$ cat config.mk
export PLATFORM = sky130hd
export DESIGN_NAME = karatsuba_seq
export DESIGN_NICKNAME = d
export VERILOG_FILES = /design/src/rtl/karatsuba_seq.sv
export SDC_FILE = /design/constraint.sdc
export NUM_CORES = 1
export LEC_CHECK = 0
export ABC_AREA = 1
export CAP_MARGIN = 40
export CORE_UTILIZATION = 39
export CTS_CLUSTER_SIZE = 30
export DETAILED_ROUTE_END_ITERATION = 7
export PLACE_DENSITY = 0.7
export SYNTH_ARGS = -nofsm -noshare
export SYNTH_HDL_FRONTEND = slang
export SYNTH_SLANG_ARGS = --single-unit
$ cat constraint.sdc
create_clock -name clk -period 4.75 [get_ports clk]
set_input_delay 0.475 -clock clk [delete_from_list [all_inputs] [get_ports clk]]
set_output_delay 0.475 -clock clk [all_outputs]
set_load 0.05 [all_outputs]
$ cat src/rtl/karatsuba_seq.sv
// Sequential 8x8 unsigned Karatsuba multiplier sharing one 5x5-bit product ROM over three lookups.
// Optional self-check against a behavioral multiply is enabled by defining KARATSUBA_SEQ_CHECK_EN.
module karatsuba_seq (
  input  logic        clk,
  input  logic        rst_n,
  input  logic        in_valid,
  output logic        in_ready,
  input  logic [7:0]  X,
  input  logic [7:0]  Y,
  output logic [9:0]  rom_addr,
  input  logic [9:0]  rom_data,
  output logic        out_valid,
  input  logic        out_ready,
  output logic [15:0] P,
  output logic        chk_err
);

  localparam logic [2:0] ST_IDLE  = 3'd0;
  localparam logic [2:0] ST_MUL_A = 3'd1;
  localparam logic [2:0] ST_MUL_B = 3'd2;
  localparam logic [2:0] ST_MUL_C = 3'd3;
  localparam logic [2:0] ST_COMB  = 3'd4;
  localparam logic [2:0] ST_OUT   = 3'd5;

  logic [2:0]  state_reg;
  logic [7:0]  x_reg;
  logic [7:0]  y_reg;
  logic [9:0]  a_reg;
  logic [9:0]  b_reg;
  logic [9:0]  c_reg;
  logic [15:0] p_reg;

  logic [4:0]  x_sum;
  logic [4:0]  y_sum;
  logic [9:0]  m;
  logic [15:0] p_next;

  // Half sums keep their carry so the middle lookup is a true 5x5 product.
  assign x_sum = {1'b0, x_reg[7:4]} + {1'b0, x_reg[3:0]};
  assign y_sum = {1'b0, y_reg[7:4]} + {1'b0, y_reg[3:0]};

  assign m      = c_reg - a_reg - b_reg;
  assign p_next = {b_reg[7:0], 8'h00} + {2'b00, m, 4'h0} + {6'b0, a_reg};

  assign in_ready  = (state_reg == ST_IDLE);
  assign out_valid = (state_reg == ST_OUT);
  assign P         = p_reg;

  always_comb begin
    rom_addr = 10'd0;
    case (state_reg)
      ST_MUL_A: rom_addr = {1'b0, x_reg[3:0], 1'b0, y_reg[3:0]};
      ST_MUL_B: rom_addr = {1'b0, x_reg[7:4], 1'b0, y_reg[7:4]};
      ST_MUL_C: rom_addr = {x_sum, y_sum};
      default:  rom_addr = 10'd0;
    endcase
  end

  always_ff @(posedge clk or negedge rst_n) begin
    if (!rst_n) begin
      state_reg <= ST_IDLE;
      x_reg     <= 8'd0;
      y_reg     <= 8'd0;
      a_reg     <= 10'd0;
      b_reg     <= 10'd0;
      c_reg     <= 10'd0;
      p_reg     <= 16'd0;
    end else begin
      case (state_reg)
        ST_IDLE: begin
          if (in_valid) begin
            x_reg     <= X;
            y_reg     <= Y;
            state_reg <= ST_MUL_A;
          end
        end
        ST_MUL_A: begin
          a_reg     <= rom_data;
          state_reg <= ST_MUL_B;
        end
        ST_MUL_B: begin
          b_reg     <= rom_data;
          state_reg <= ST_MUL_C;
        end
        ST_MUL_C: begin
          c_reg     <= rom_data;
          state_reg <= ST_COMB;
        end
        ST_COMB: begin
          p_reg     <= p_next;
          state_reg <= ST_OUT;
        end
        ST_OUT: begin
          if (out_ready) state_reg <= ST_IDLE;
        end
        default: state_reg <= ST_IDLE;
      endcase
    end
  end

`ifdef KARATSUBA_SEQ_CHECK_EN
  logic        chk_err_reg;
  logic [15:0] ref_p;

  assign ref_p   = {8'h00, x_reg} * {8'h00, y_reg};
  assign chk_err = chk_err_reg;

  // Sticky: once a bad combine is seen it stays flagged until reset.
  always_ff @(posedge clk or negedge rst_n) begin
    if (!rst_n) begin
      chk_err_reg <= 1'b0;
    end else if (state_reg == ST_COMB && p_next != ref_p) begin
      chk_err_reg <= 1'b1;
    end
  end
`else
  assign chk_err = 1'b0;
`endif

endmodule
==> run metrics <==
Hold WC Path Type=input port to async pin; row cnt=37; first-pass GRT wire length=16.4 mm; total vias in the final route=3480; Final nets=653; RSZ-0062 raised after global routing=no; r2r worst-path depth=16; total length of routed wires=9.41 mm; xor/xnor share of the synthesized area=0.0306; Mapped Cells=514; EDFF count, synth=0; GPL Wtd Cong=0.931; drc violations=0; Detail Route Antenna Nets=0; Finish-stage setup viols=0; Ports=59; syn nets=595; startpoint types=flop; most frequent cells in the layout=nand2_1 (142), inv_1 (79), dfrtp_1 (65), clkdlybuf4s50_1 (56), o21ai_0 (38); fin. max-slew vios=0; R2R setup slack=1030 ps; worst path required time=5040 ps; Cell variety after synth=31; Largest register FFs=16; largest net degree at the start of global routing=66; Max-Cap Viols=0; vias in the first global route=3557; Synth Area in Adders=0.173; fmax=269 MHz; Longest Clk Path Bufs=2; Post-Synth Simple-Gate Area=0.202; Resized Gates After CTS=0; initial DRC count=154; CTS tree=yes; Synth Register Bits=65; status=completed; Layout area overhead=20.9%; Synth Area in Compound Gates=0.0871; Starting Density=0.409; CP endpoint kind=flop; Root Driver=clkbuf_8; clk sink count=65; Max Fanout on Critical Path=4; dpl hpwl=7.21 mm; DIE WIDTH=107 µm; r2r endpoint=P[14]$_DFFE_PN0P_; core area=10500 µm²; sequential cell area fraction in the yosys report=0.379; Mapped Area=4290 µm²; Inserted Clock Buffers=9; H-tree Lvls=3; crit path kind=flop to flop; async set or reset register ratio after synthesis=1.00; Slew HR=0.446; Buffers on Ports=57; Period minus WS final=3720 ps; Tcrit/Tclk final=0.782; main combinational cell family by area after synthesis=simple AND/OR/NAND/NOR gates; ys flop type=dfrtp_1; TritonRoute pass-1 iters=4; share of post-route cells with drive strength above 1=0.0589; Die Area=11400 µm²; diodes inserted=0; Worst Skew=10.3 ps; CP arrival=4010 ps; post-DR vias/cell=4.88; All-Layer GR Usage=0.183; GR Overflow Total=0; clk slew on worst S/H paths=70 ps; Final Hold Fails=0; Slew @ Worst Pin=831 ps; Clk Latency, worst-skew pair=350 ps; Fillers=1000; Hold Buf Count CTS=0; Post-CTS Setup Inserts=0; Die Ht=107 µm; post-synthesis average cell area=8.35 µm²; warning count from the yosys run=0; initial antenna violation count=0; setup tns final=0 ps; most common cell after layout, fill and taps aside=nand2_1; WL/cell=13.2 µm; R2R Path Start=b_reg[2]$_DFFE_PN0P_; multiplexer share of the synthesized area=0.0402
-- layer usage --
| layer | up-vias | GRT usage | routed length, µm |
|---|---|---|---|
| met3 | 18 | 0.0419 | 503 |
| met5 | - | 0 | 0 |
| li1 | 1752 | - | - |
| met4 | 0 | 0.0763 | 205 |
| met1 | 1614 | 0.230 | 4280 |
| met2 | 96 | 0.303 | 4420 |
-- area by class of cell --
type	count	area, µm²	area share
tap	136	170	0.0328
inverter	80	300	0.0578
clock inverter	4	76.3	0.0147
timing repair buffer	59	581	0.112
sequential	65	1630	0.313
clock buffer	12	145	0.0280
multi-input combinational	357	2290	0.442
-- per-stage QoR --
stage,util,setup WS [ps],area (µm²),hold WS (ps),std cells
2_1_floorplan,-,1390,4290,179,514
3_3_place_gp,0.473,1210,4970,453,697
3_5_place_dp,0.473,1050,4970,463,697
4_1_cts,0.494,1050,5190,337,713
5_1_grt,0.494,740,5190,387,713
6_report,0.494,1030,5190,285,713
-- cell usage after synthesis (2+ instances only) --
master | instances | area share
mux2_1 | 2 | 0.0052
ha_1 | 37 | 0.11
nor2_1 | 23 | 0.020
o21ai_0 | 38 | 0.044
o21bai_1 | 3 | 0.0052
o221ai_1 | 2 | 0.0041
buf_2 | 8 | 0.0093
nand3b_1 | 5 | 0.0087
inv_1 | 79 | 0.069
dfrtp_1 | 65 | 0.38
a21oi_1 | 20 | 0.023
nand4_1 | 4 | 0.0058
o21ai_1 | 5 | 0.0058
buf_6 | 2 | 0.0052
a31oi_1 | 3 | 0.0044
nor2_2 | 2 | 0.0029
nand3_1 | 25 | 0.029
mux2_4 | 10 | 0.035
fa_1 | 14 | 0.065
xnor2_1 | 5 | 0.010
xor2_1 | 10 | 0.020
nand2_1 | 142 | 0.12
nor3_1 | 2 | 0.0023
-- cell families (layout without fill, tap and decap cells) --
kind of cell	after synthesis	after routing
muxes	12	12
and+or+nand+nor	207	207
other	1	1
DFF	65	65
adders and majority gates	51	51
AOI/OAI and AO/OA	71	71
buffers and inverters	92	155
xor gates and xnor gates	15	15
-- worst max path at each step --
stage | from | endpoint | slack, ps
2_1_floorplan | b_reg[2]$_DFFE_PN0P_ | P[12]$_DFFE_PN0P_ | 1390
3_3_place_gp | b_reg[2]$_DFFE_PN0P_ | P[12]$_DFFE_PN0P_ | 1210
3_5_place_dp | b_reg[2]$_DFFE_PN0P_ | P[12]$_DFFE_PN0P_ | 1050
4_1_cts | b_reg[2]$_DFFE_PN0P_ | P[14]$_DFFE_PN0P_ | 1050
5_1_grt | b_reg[2]$_DFFE_PN0P_ | P[14]$_DFFE_PN0P_ | 740
6_report | b_reg[2]$_DFFE_PN0P_ | P[14]$_DFFE_PN0P_ | 1030
-- worst max-delay path, stage by stage (launching register included) --
cell and delay, ps:
dfrtp_1 400, inv_1 80, fa_1 430, ha_1 360
a21oi_1 210, o21ai_0 200, a21oi_1 200, xor2_1 200
fa_1 440, ha_1 370, a21oi_1 320, nand2_1 110
nand2_1 90, nand3_1 70, nand2_1 60, nand3_1 60
nand2_1 70
Power is not shown: default switching activity piles up to over one toggle a cycle in this logic, so the estimate is an artifact.
==> patch: new RTL, same settings <==
Add a define of `KARATSUBA_SEQ_CHECK_EN`.
--- a/src/rtl/karatsuba_seq.sv
+++ b/src/rtl/karatsuba_seq.sv
@@ -1,5 +1,7 @@
 // Sequential 8x8 unsigned Karatsuba multiplier sharing one 5x5-bit product ROM over three lookups.
 // Optional self-check against a behavioral multiply is enabled by defining KARATSUBA_SEQ_CHECK_EN.
+`define KARATSUBA_SEQ_CHECK_EN
+
 module karatsuba_seq (
   input  logic        clk,
   input  logic        rst_n,
Function: changed (Yosys sat finds a counterexample within 10 cycles, from zero or initial values and one cycle with rst_n low).
==> patch against the unedited design <==
Cell area increased by 53%; sequential share of layout area down 10 points; synthesized area increased by 58%; sequential cell count rose by 1; wire length up 63%; setup slack worse by 650 ps.
Power is left out: the tool's default activity adds up to more than one toggle a clock period on the data nets, which glitch-free logic cannot reach.
==> patch: results (changes against the unedited design) <==
worst-margin pin slew 810 ps (was 831 ps); Cell variety after synth 40 (was 31); top cells by area, synth dfrtp_1 24%, nand2_1 17%, fa_1 15% (was dfrtp_1 38%, nand2_1 12%, ha_1 11%); ClkCell Share 4.22% (was 4.27%); GR Util All Layers 18.7% (was 18.3%); R2R Path Start x_reg[4]$_DFFE_PN0P_ (was b_reg[2]$_DFFE_PN0P_); crit path from x_reg[4]$_DFFE_PN0P_ (was b_reg[2]$_DFFE_PN0P_); #MultiIn Comb 650 (was 357); slowest stage delay, CP 560 ps (was 440 ps); vias in the first global route 5546 (was 3557); Storage cell area 1660 um2 (was 1630 um2); # nets final 1116 (was 653); setup slack, reg-to-reg 380 ps (was 1030 ps); crit path DAT 4670 ps (was 4010 ps); dpl cells 1174 (was 697); Cells after Synth 916 (was 514); largest net degree at the start of global routing 31 (was 66); multi-input combinational area share 55.2% (was 44.2%); FF-to-FF path depth 21 (was 16); Seq Cell Count 66 (was 65); nets in the synthesized netlist 1067 (was 595); Iter 0 DRT Violations 352 (was 154); status finished, final reports clean (unchanged); Finished Layout Cells 1190 (was 713); DR vias 5678 (was 3480); inverters 171 (was 80)
-- patch: metal layers --
layer  global-route usage, %  part of all wire, %  vias to the layer above
met5                       0                    0                        -
met4                    5.99                  1.7                        0
met3                    2.76                  4.4                       20
met2                    29.4                   45                      137
met1                    26.4                   49                     2601
li1                        -                    -                     2920
-- patch: cell families (layout without fill, tap and decap cells) --
| logic type | after synthesis | count (layout) | synth area share (%) |
|---|---|---|---|
| and+or+nand+nor | 413 | 413 | 25.0 |
| AOI/OAI and AO/OA | 84 | 84 | 7.10 |
| buffers and inverters | 200 | 254 | 11.2 |
| DFF | 66 | 66 | 24.3 |
| xor gates and xnor gates | 20 | 20 | 2.58 |
| adders and majority gates | 121 | 121 | 27.8 |
| muxes | 12 | 12 | 1.99 |
-- patch: through the flow --
step	cell area [um2]	setup WS, ps	hold slack, ps	util [%]
floorplan	6800	570	179	-
global placement	7590	434	459	45.1
detailed placement	7610	384	389	45.3
CTS	7950	371	6.59	47.2
global route	7950	1.77	27.9	47.3
finish	7950	383	5.59	47.3
